### config.mk
export PLATFORM = sky130hd
export DESIGN_NAME = aes_decrypt_scheduler
export DESIGN_NICKNAME = d
export VERILOG_FILES = /design/src/rtl/aes_decrypt_scheduler.sv
export SDC_FILE = /design/constraint.sdc
export NUM_CORES = 1
export LEC_CHECK = 0
export BUFFER_PORTS_ARGS = -buffer_cell sky130_fd_sc_hd__buf_2
export CAP_MARGIN = 5
export CORE_AREA = 2 2 269 271
export DETAILED_ROUTE_END_ITERATION = 8
export DIE_AREA = 0 0 271 273
export GPL_ROUTABILITY_DRIVEN = 0
export PLACE_DENSITY_LB_ADDON = 0.05
export SKIP_CTS_REPAIR_TIMING = 1
export SYNTH_ARGS = -nofsm -noshare
export SYNTH_HDL_FRONTEND = slang
export SYNTH_SLANG_ARGS = --single-unit
### constraint.sdc
create_clock -name clk -period 9.62 [get_ports clk]
set_input_delay 0.481 -clock clk [delete_from_list [all_inputs] [get_ports clk]]
set_output_delay 0.481 -clock clk [all_outputs]
set_load 0.1 [all_outputs]
### src/rtl/aes_decrypt_scheduler.sv
// aes_decrypt_scheduler: round-robin scheduler feeding two requesters' jobs to one shared AES decipher core
module aes_decrypt_scheduler #(
    parameter int TIMEOUT_CYCLES = 64
) (
    input  logic         clk,
    input  logic         reset,
    input  logic         req0_valid_i,
    output logic         req0_ready_o,
    input  logic [7:0]   req0_nk_i,
    input  logic [127:0] req0_ct_i,
    input  logic         req1_valid_i,
    output logic         req1_ready_o,
    input  logic [7:0]   req1_nk_i,
    input  logic [127:0] req1_ct_i,
    input  logic         key_ready_i,
    output logic         core_load_o,
    output logic [7:0]   core_nk_o,
    output logic [127:0] core_ct_o,
    input  logic         core_done_i,
    input  logic [127:0] core_pt_i,
    output logic         rsp_valid_o,
    input  logic         rsp_ready_i,
    output logic         rsp_id_o,
    output logic         rsp_err_o,
    output logic [127:0] rsp_data_o,
    output logic [15:0]  jobs_done_o
);
    localparam int CW = $clog2(TIMEOUT_CYCLES + 1);
    typedef enum logic [1:0] {IDLE, LOAD, RUN, RESP} state_t;
    state_t         state_q;
    logic           last_q, id_q, err_q;
    logic [7:0]     nk_q;
    logic [127:0]   ct_q, data_q;
    logic [15:0]    jobs_q;
    logic [CW-1:0]  cnt_q;
    logic           grant, accept, nk_ok;
    logic [7:0]     nk_in;
    logic [127:0]   ct_in;
    // grant selects requester 1 when it is alone or when requester 0 was served last
    always_comb begin
        grant = (req0_valid_i & req1_valid_i) ? ~last_q : req1_valid_i;
        req0_ready_o = ~reset & (state_q == IDLE) & key_ready_i & req0_valid_i & ~grant;
        req1_ready_o = ~reset & (state_q == IDLE) & key_ready_i & req1_valid_i & grant;
        accept = (req0_valid_i & req0_ready_o) | (req1_valid_i & req1_ready_o);
        nk_in = grant ? req1_nk_i : req0_nk_i;
        ct_in = grant ? req1_ct_i : req0_ct_i;
        nk_ok = (nk_in == 8'd4) | (nk_in == 8'd6) | (nk_in == 8'd8);
    end
    assign core_load_o = state_q == LOAD;
    assign rsp_valid_o = state_q == RESP;
    assign core_nk_o   = nk_q;
    assign core_ct_o   = ct_q;
    assign rsp_id_o    = id_q;
    assign rsp_err_o   = err_q;
    assign rsp_data_o  = data_q;
    assign jobs_done_o = jobs_q;
    always_ff @(posedge clk or posedge reset) begin
        if (reset) begin
            state_q <= IDLE;
            last_q  <= 1'b1;
            id_q    <= 1'b0;
            err_q   <= 1'b0;
            nk_q    <= '0;
            ct_q    <= '0;
            data_q  <= '0;
            jobs_q  <= '0;
            cnt_q   <= '0;
        end else begin
            case (state_q)
                IDLE: if (accept) begin
                    last_q  <= grant;
                    id_q    <= grant;
                    nk_q    <= nk_in;
                    ct_q    <= ct_in;
                    err_q   <= ~nk_ok;
                    data_q  <= '0;
                    state_q <= nk_ok ? LOAD : RESP;
                end
                LOAD: begin
                    cnt_q   <= '0;
                    state_q <= RUN;
                end
                RUN: begin
                    cnt_q <= cnt_q + 1'b1;
                    if (core_done_i) begin
                        data_q  <= core_pt_i;
                        err_q   <= 1'b0;
                        state_q <= RESP;
                    end else if (cnt_q == CW'(TIMEOUT_CYCLES - 1)) begin
                        data_q  <= '0;
                        err_q   <= 1'b1;
                        state_q <= RESP;
                    end
                end
                RESP: if (rsp_ready_i) begin
                    jobs_q  <= jobs_q + 16'd1;
                    state_q <= IDLE;
                end
                default: state_q <= IDLE;
            endcase
        end
    end
endmodule

* After elaboration in Yosys (flattened, before gate mapping)
Index checks and enable logic that the tools add are counted.
** Word-level totals
- Flip-flop bits (word level) :: 292
- Input port bits :: 407
** Cells by class
- Eq/ne operators :: 10
- Muxes and demuxes :: 18
- Bitwise gates (word level) :: 16
- Reduce and logical (&&, ||, !) cells :: 7
- Add/subtract/negate cells :: 2
** Operator list (number)
- $mux 128 :: 4
- $pmux 128 s2 :: 1
- $add 16x1->16 const B :: 1
- $eq 8x3->1 const B :: 2
- $pmux 7 s2 :: 1
- $mux 2 :: 5
- $and 1x1->1 :: 9
- $eq 8x4->1 const B :: 1
- $mux 8 :: 1
- $pmux 2 s4 :: 1
- $add 7x1->7 const B :: 1
- $eq 7x6->1 const B :: 1
- $reduce_and 3->1 :: 2
- $eq 2x2->1 const B :: 2
- $mux 1 :: 4
- $not 1->1 :: 4
- $reduce_and 2->1 :: 2
- $reduce_bool 2->1 :: 2
- $ne 3x3->1 const B :: 1
- $or 1x1->1 :: 3
- $eq 2x1->1 const B :: 1
- $logic_not 2->1 :: 1
- $ne 2x1->1 const B :: 1
- $ne 2x2->1 const B :: 1
- $pmux 1 s2 :: 1

* Longest topological paths before layout
- Depth after elaboration :: 9
- Mapped depth :: 8

* Worst setup path after synthesis
No wires, ideal clock.
- Kind :: input port to output port
- From :: input port reset
- To :: output port req0_ready_o
- Stages on the path :: 3
- Required time :: 9139 ps
- Setup slack :: 1100 ps
- Data arrival time :: 8039 ps
- Path through :: inv_1 > and3_1 > and3_1
** On the way
- Cells in the longest elaborated chain, start to end :: 5
** Ends and longest elaborated chain
- from (decl) :: RTL line 6 : input logic reset,
- $not 1->1 :: RTL line 42 : req0_ready_o = ~reset & (state_q == IDLE) & key_ready_i & req0_valid_i & ~grant;
- $and 1x1->1 (4 in a row) :: RTL line 42
- to (decl) :: RTL line 8 : output logic req0_ready_o,
No other way between the ends.

* Worst setup path after layout
- From :: register state_q[0]
- To :: register data_q[25] (netlist: rsp_data_o[25])
** On the way
- Cells in the longest elaborated chain, start to end :: 9
** Ends and longest elaborated chain
- from (decl) :: RTL line 30 : state_t state_q;
- from (signal assigned) :: RTL line 77 : state_q <= nk_ok ? LOAD : RESP;
- $logic_not 2->1 :: RTL line 42, 43, 69
- $and 1x1->1 (2 in a row) :: RTL line 42, 43
- $and 1x1->1 (on tied branches) (2 in a row) :: RTL line 42, 43
- $and 1x1->1 :: RTL line 44 : accept = (req0_valid_i & req0_ready_o) | (req1_valid_i & req1_ready_o);
- $or 1x1->1 :: RTL line 44
- $ne 2x2->1 (no line)
- $reduce_and 3->1 (no line)
- to (signal assigned) :: RTL line 86 : data_q <= core_pt_i;
- to (decl) :: RTL line 33 : logic [127:0] ct_q, data_q;
Several ways; a longest one is shown, not always the timed one.
A chain may end at the register's enable or synchronous reset.

==> metrics.txt <==
Final HPWL DP 44700 µm; drc violations 0; global-route wire length before repair 90600 µm; largest net degree at the start of global routing 251; ranking of synthesized cells by area dfrtp_1, nand2_1, a31oi_1; Peak Freq 284 MHz; Cell Area, Synth 13300 µm²; initial antenna violation count 27; Setup crit start kind flop; post-route minimum period 3520 ps; final instance area 18900 µm²; GRT Overall Usage 16.3%; total I/O pin count 693; Hold WC Path Type in2async; Critical Path AT 3900 ps; Core ar. 71000 µm²; DRT iter0 DRCs 597; Yosys cell types 43; Worst-Margin Slew 1210 ps; most frequent cell after synthesis dfrtp_1; TritonCTS Buffers 42; cells after synthesis 1460; Port-buffer cells 692; routed vias 13.0k; list of most frequent post-synthesis cells dfrtp_1, nand2_1, nor2_1, inv_1, a31oi_1; Cell Rows 98; post-synthesis net count 1874; crit-path max FO 71; Worst setup EP type flop; final setup violation count 0; Area Overhead vs Synth 41.4%; Mean Syn Cell Area 9.14 µm²; max cap viols 0; worst skew pair latency 560 ps; Yosys top cell by area dfrtp_1; Clock Root Buffer clkbuf_16; RSZ-0062 raised after global routing false; Clock Pin Slew Worst Setup and Hold Paths 60 ps; Final Cycle Share 36.6%; Routed WL 62600 µm; Final Skew 15.0 ps; sequential fraction of the synthesis area 54.8%; Max Root-Sink Buffers 3; # fillers 7894; Initial Util 18.8%; Die H 273 µm; status finished, final reports clean; Area after DPL 17500 µm²; DR pass1 iterations 4; clock sink count 292; dominant synthesized flop cell dfrtp_1; H-tree depth 2; final net count 2504; post-synthesis register bit count 292; R2R Setup Slk 6100 ps; setup TNS 0 ps; critical path startpoint state_q[0]; global route total overflow 0; Setup Crit Path Kind reg2reg; Async SR Flop Fraction 100%; post-synth top area share 54.6%; relative slew slack 19.6%; die area 74000 µm²; Final Hold Fails 0; CTS tree done; Critical Path RT 10000 ps; Synthesis Warnings 0; share of layout cells above drive strength 1 39.7%; final max-slew violation count 0; vias in the first global route 13.3k; post-route ant nets 0; die span in x 271 µm; reg2reg start state_q[0]; EDFF count, synth 0; DR vias/cell 4.19; drt wl/cell 20.3 µm
[cell usage in the layout (no fill, tap or decap), types with 2 or more instances in the layout]
master and instances:
buf_2 691, dfrtp_1 291, nand2_1 284, nor2_1 145, a31oi_1 137, inv_1 137
nand4_1 131, o21ai_0 73, o21ai_2 61, clkbuf_16 43, diode_2 20, clkbuf_8 12
buf_4 12, xnor2_1 11, nand3_1 8, clkbuf_1 8, clkinv_2 8, nor2b_1 7
ha_1 6, xor2_1 5, and3_1 4, mux2i_1 3, nand3b_1 3, nor3b_1 3
a21oi_1 3, o22ai_1 3, nor3_1 3, or3_1 2, o21ai_1 2, nand2b_1 2
o2111ai_1 2, a21o_1 2
[critical path: stages, from the launching register on]
cell     delay [ps]
dfrtp_1         400
inv_1           170
ha_4            680
o211a_4         930
buf_4           840
o21ai_0         200
[kinds of logic (layout without fill, tap and decap cells)]
family	Yosys count	in the layout	share of synthesized area (%)
AO/OA/AOI/OAI	287	287	14.1
XOR/XNOR	16	16	1.05
adder cells (fa/ha/maj)	7	7	0.657
buffers and inverters	256	915	9.01
flip-flops	292	292	54.8
multiplexers	4	4	0.310
other	0	20	0
AND/OR/NAND/NOR	598	598	20.1
[final cells by class]
type,count,area (µm²),share of cell area (%)
clock inverter,10,78.8,0.418
timing repair buffer,704,3570,18.9
tap,950,1190,6.30
antenna,20,50.0,0.265
clock buffer,63,1270,6.74
inverter,138,526,2.79
multi-input combinational,912,4870,25.8
sequential,292,7310,38.7
[layer usage]
metal / track usage, % / vias up / wire [µm] / share of wire, %
li1: - / 6206 / - / -
met1: 18.2 / 6227 / 24300 / 39
met2: 28.6 / 403 / 32100 / 51
met3: 4.83 / 107 / 4130 / 6.6
met4: 7.17 / 12 / 2060 / 3.3
met5: 0 / - / 66 / 0.11
[state kept, by name, summed over array words and instances (netlist names)]
register,cells
core_ct_o,128
rsp_data_o,128
jobs_done_o,16
core_nk_o,8
cnt_q,7
state_q,2
last_q,1
rsp_err_o,1
rsp_id_o,1
[per-stage QoR]
step	std cells	setup WS (ps)	hold WS [ps]	utilization, %
floorplan	1460	1070	501	-
global placement	2996	6120	461	24.6
detailed placement	2996	6020	471	24.6
CTS	3069	6040	113	26.5
global route	3083	5820	142	26.6
finish	3089	6100	61.3	26.6
[final timing paths]
path | to | depth (start not counted)
max | rsp_data_o[25] | 5
min | core_ct_o[9] | 2
max reg2reg | rsp_data_o[25] | 5
min reg2reg | rsp_id_o | 1
max in group asynchronous | core_ct_o[57] | 4
min in group clk | core_ct_o[105] | 3
Power is not shown: default switching activity piles up to over one toggle a cycle in this logic, so the estimate is an artifact.
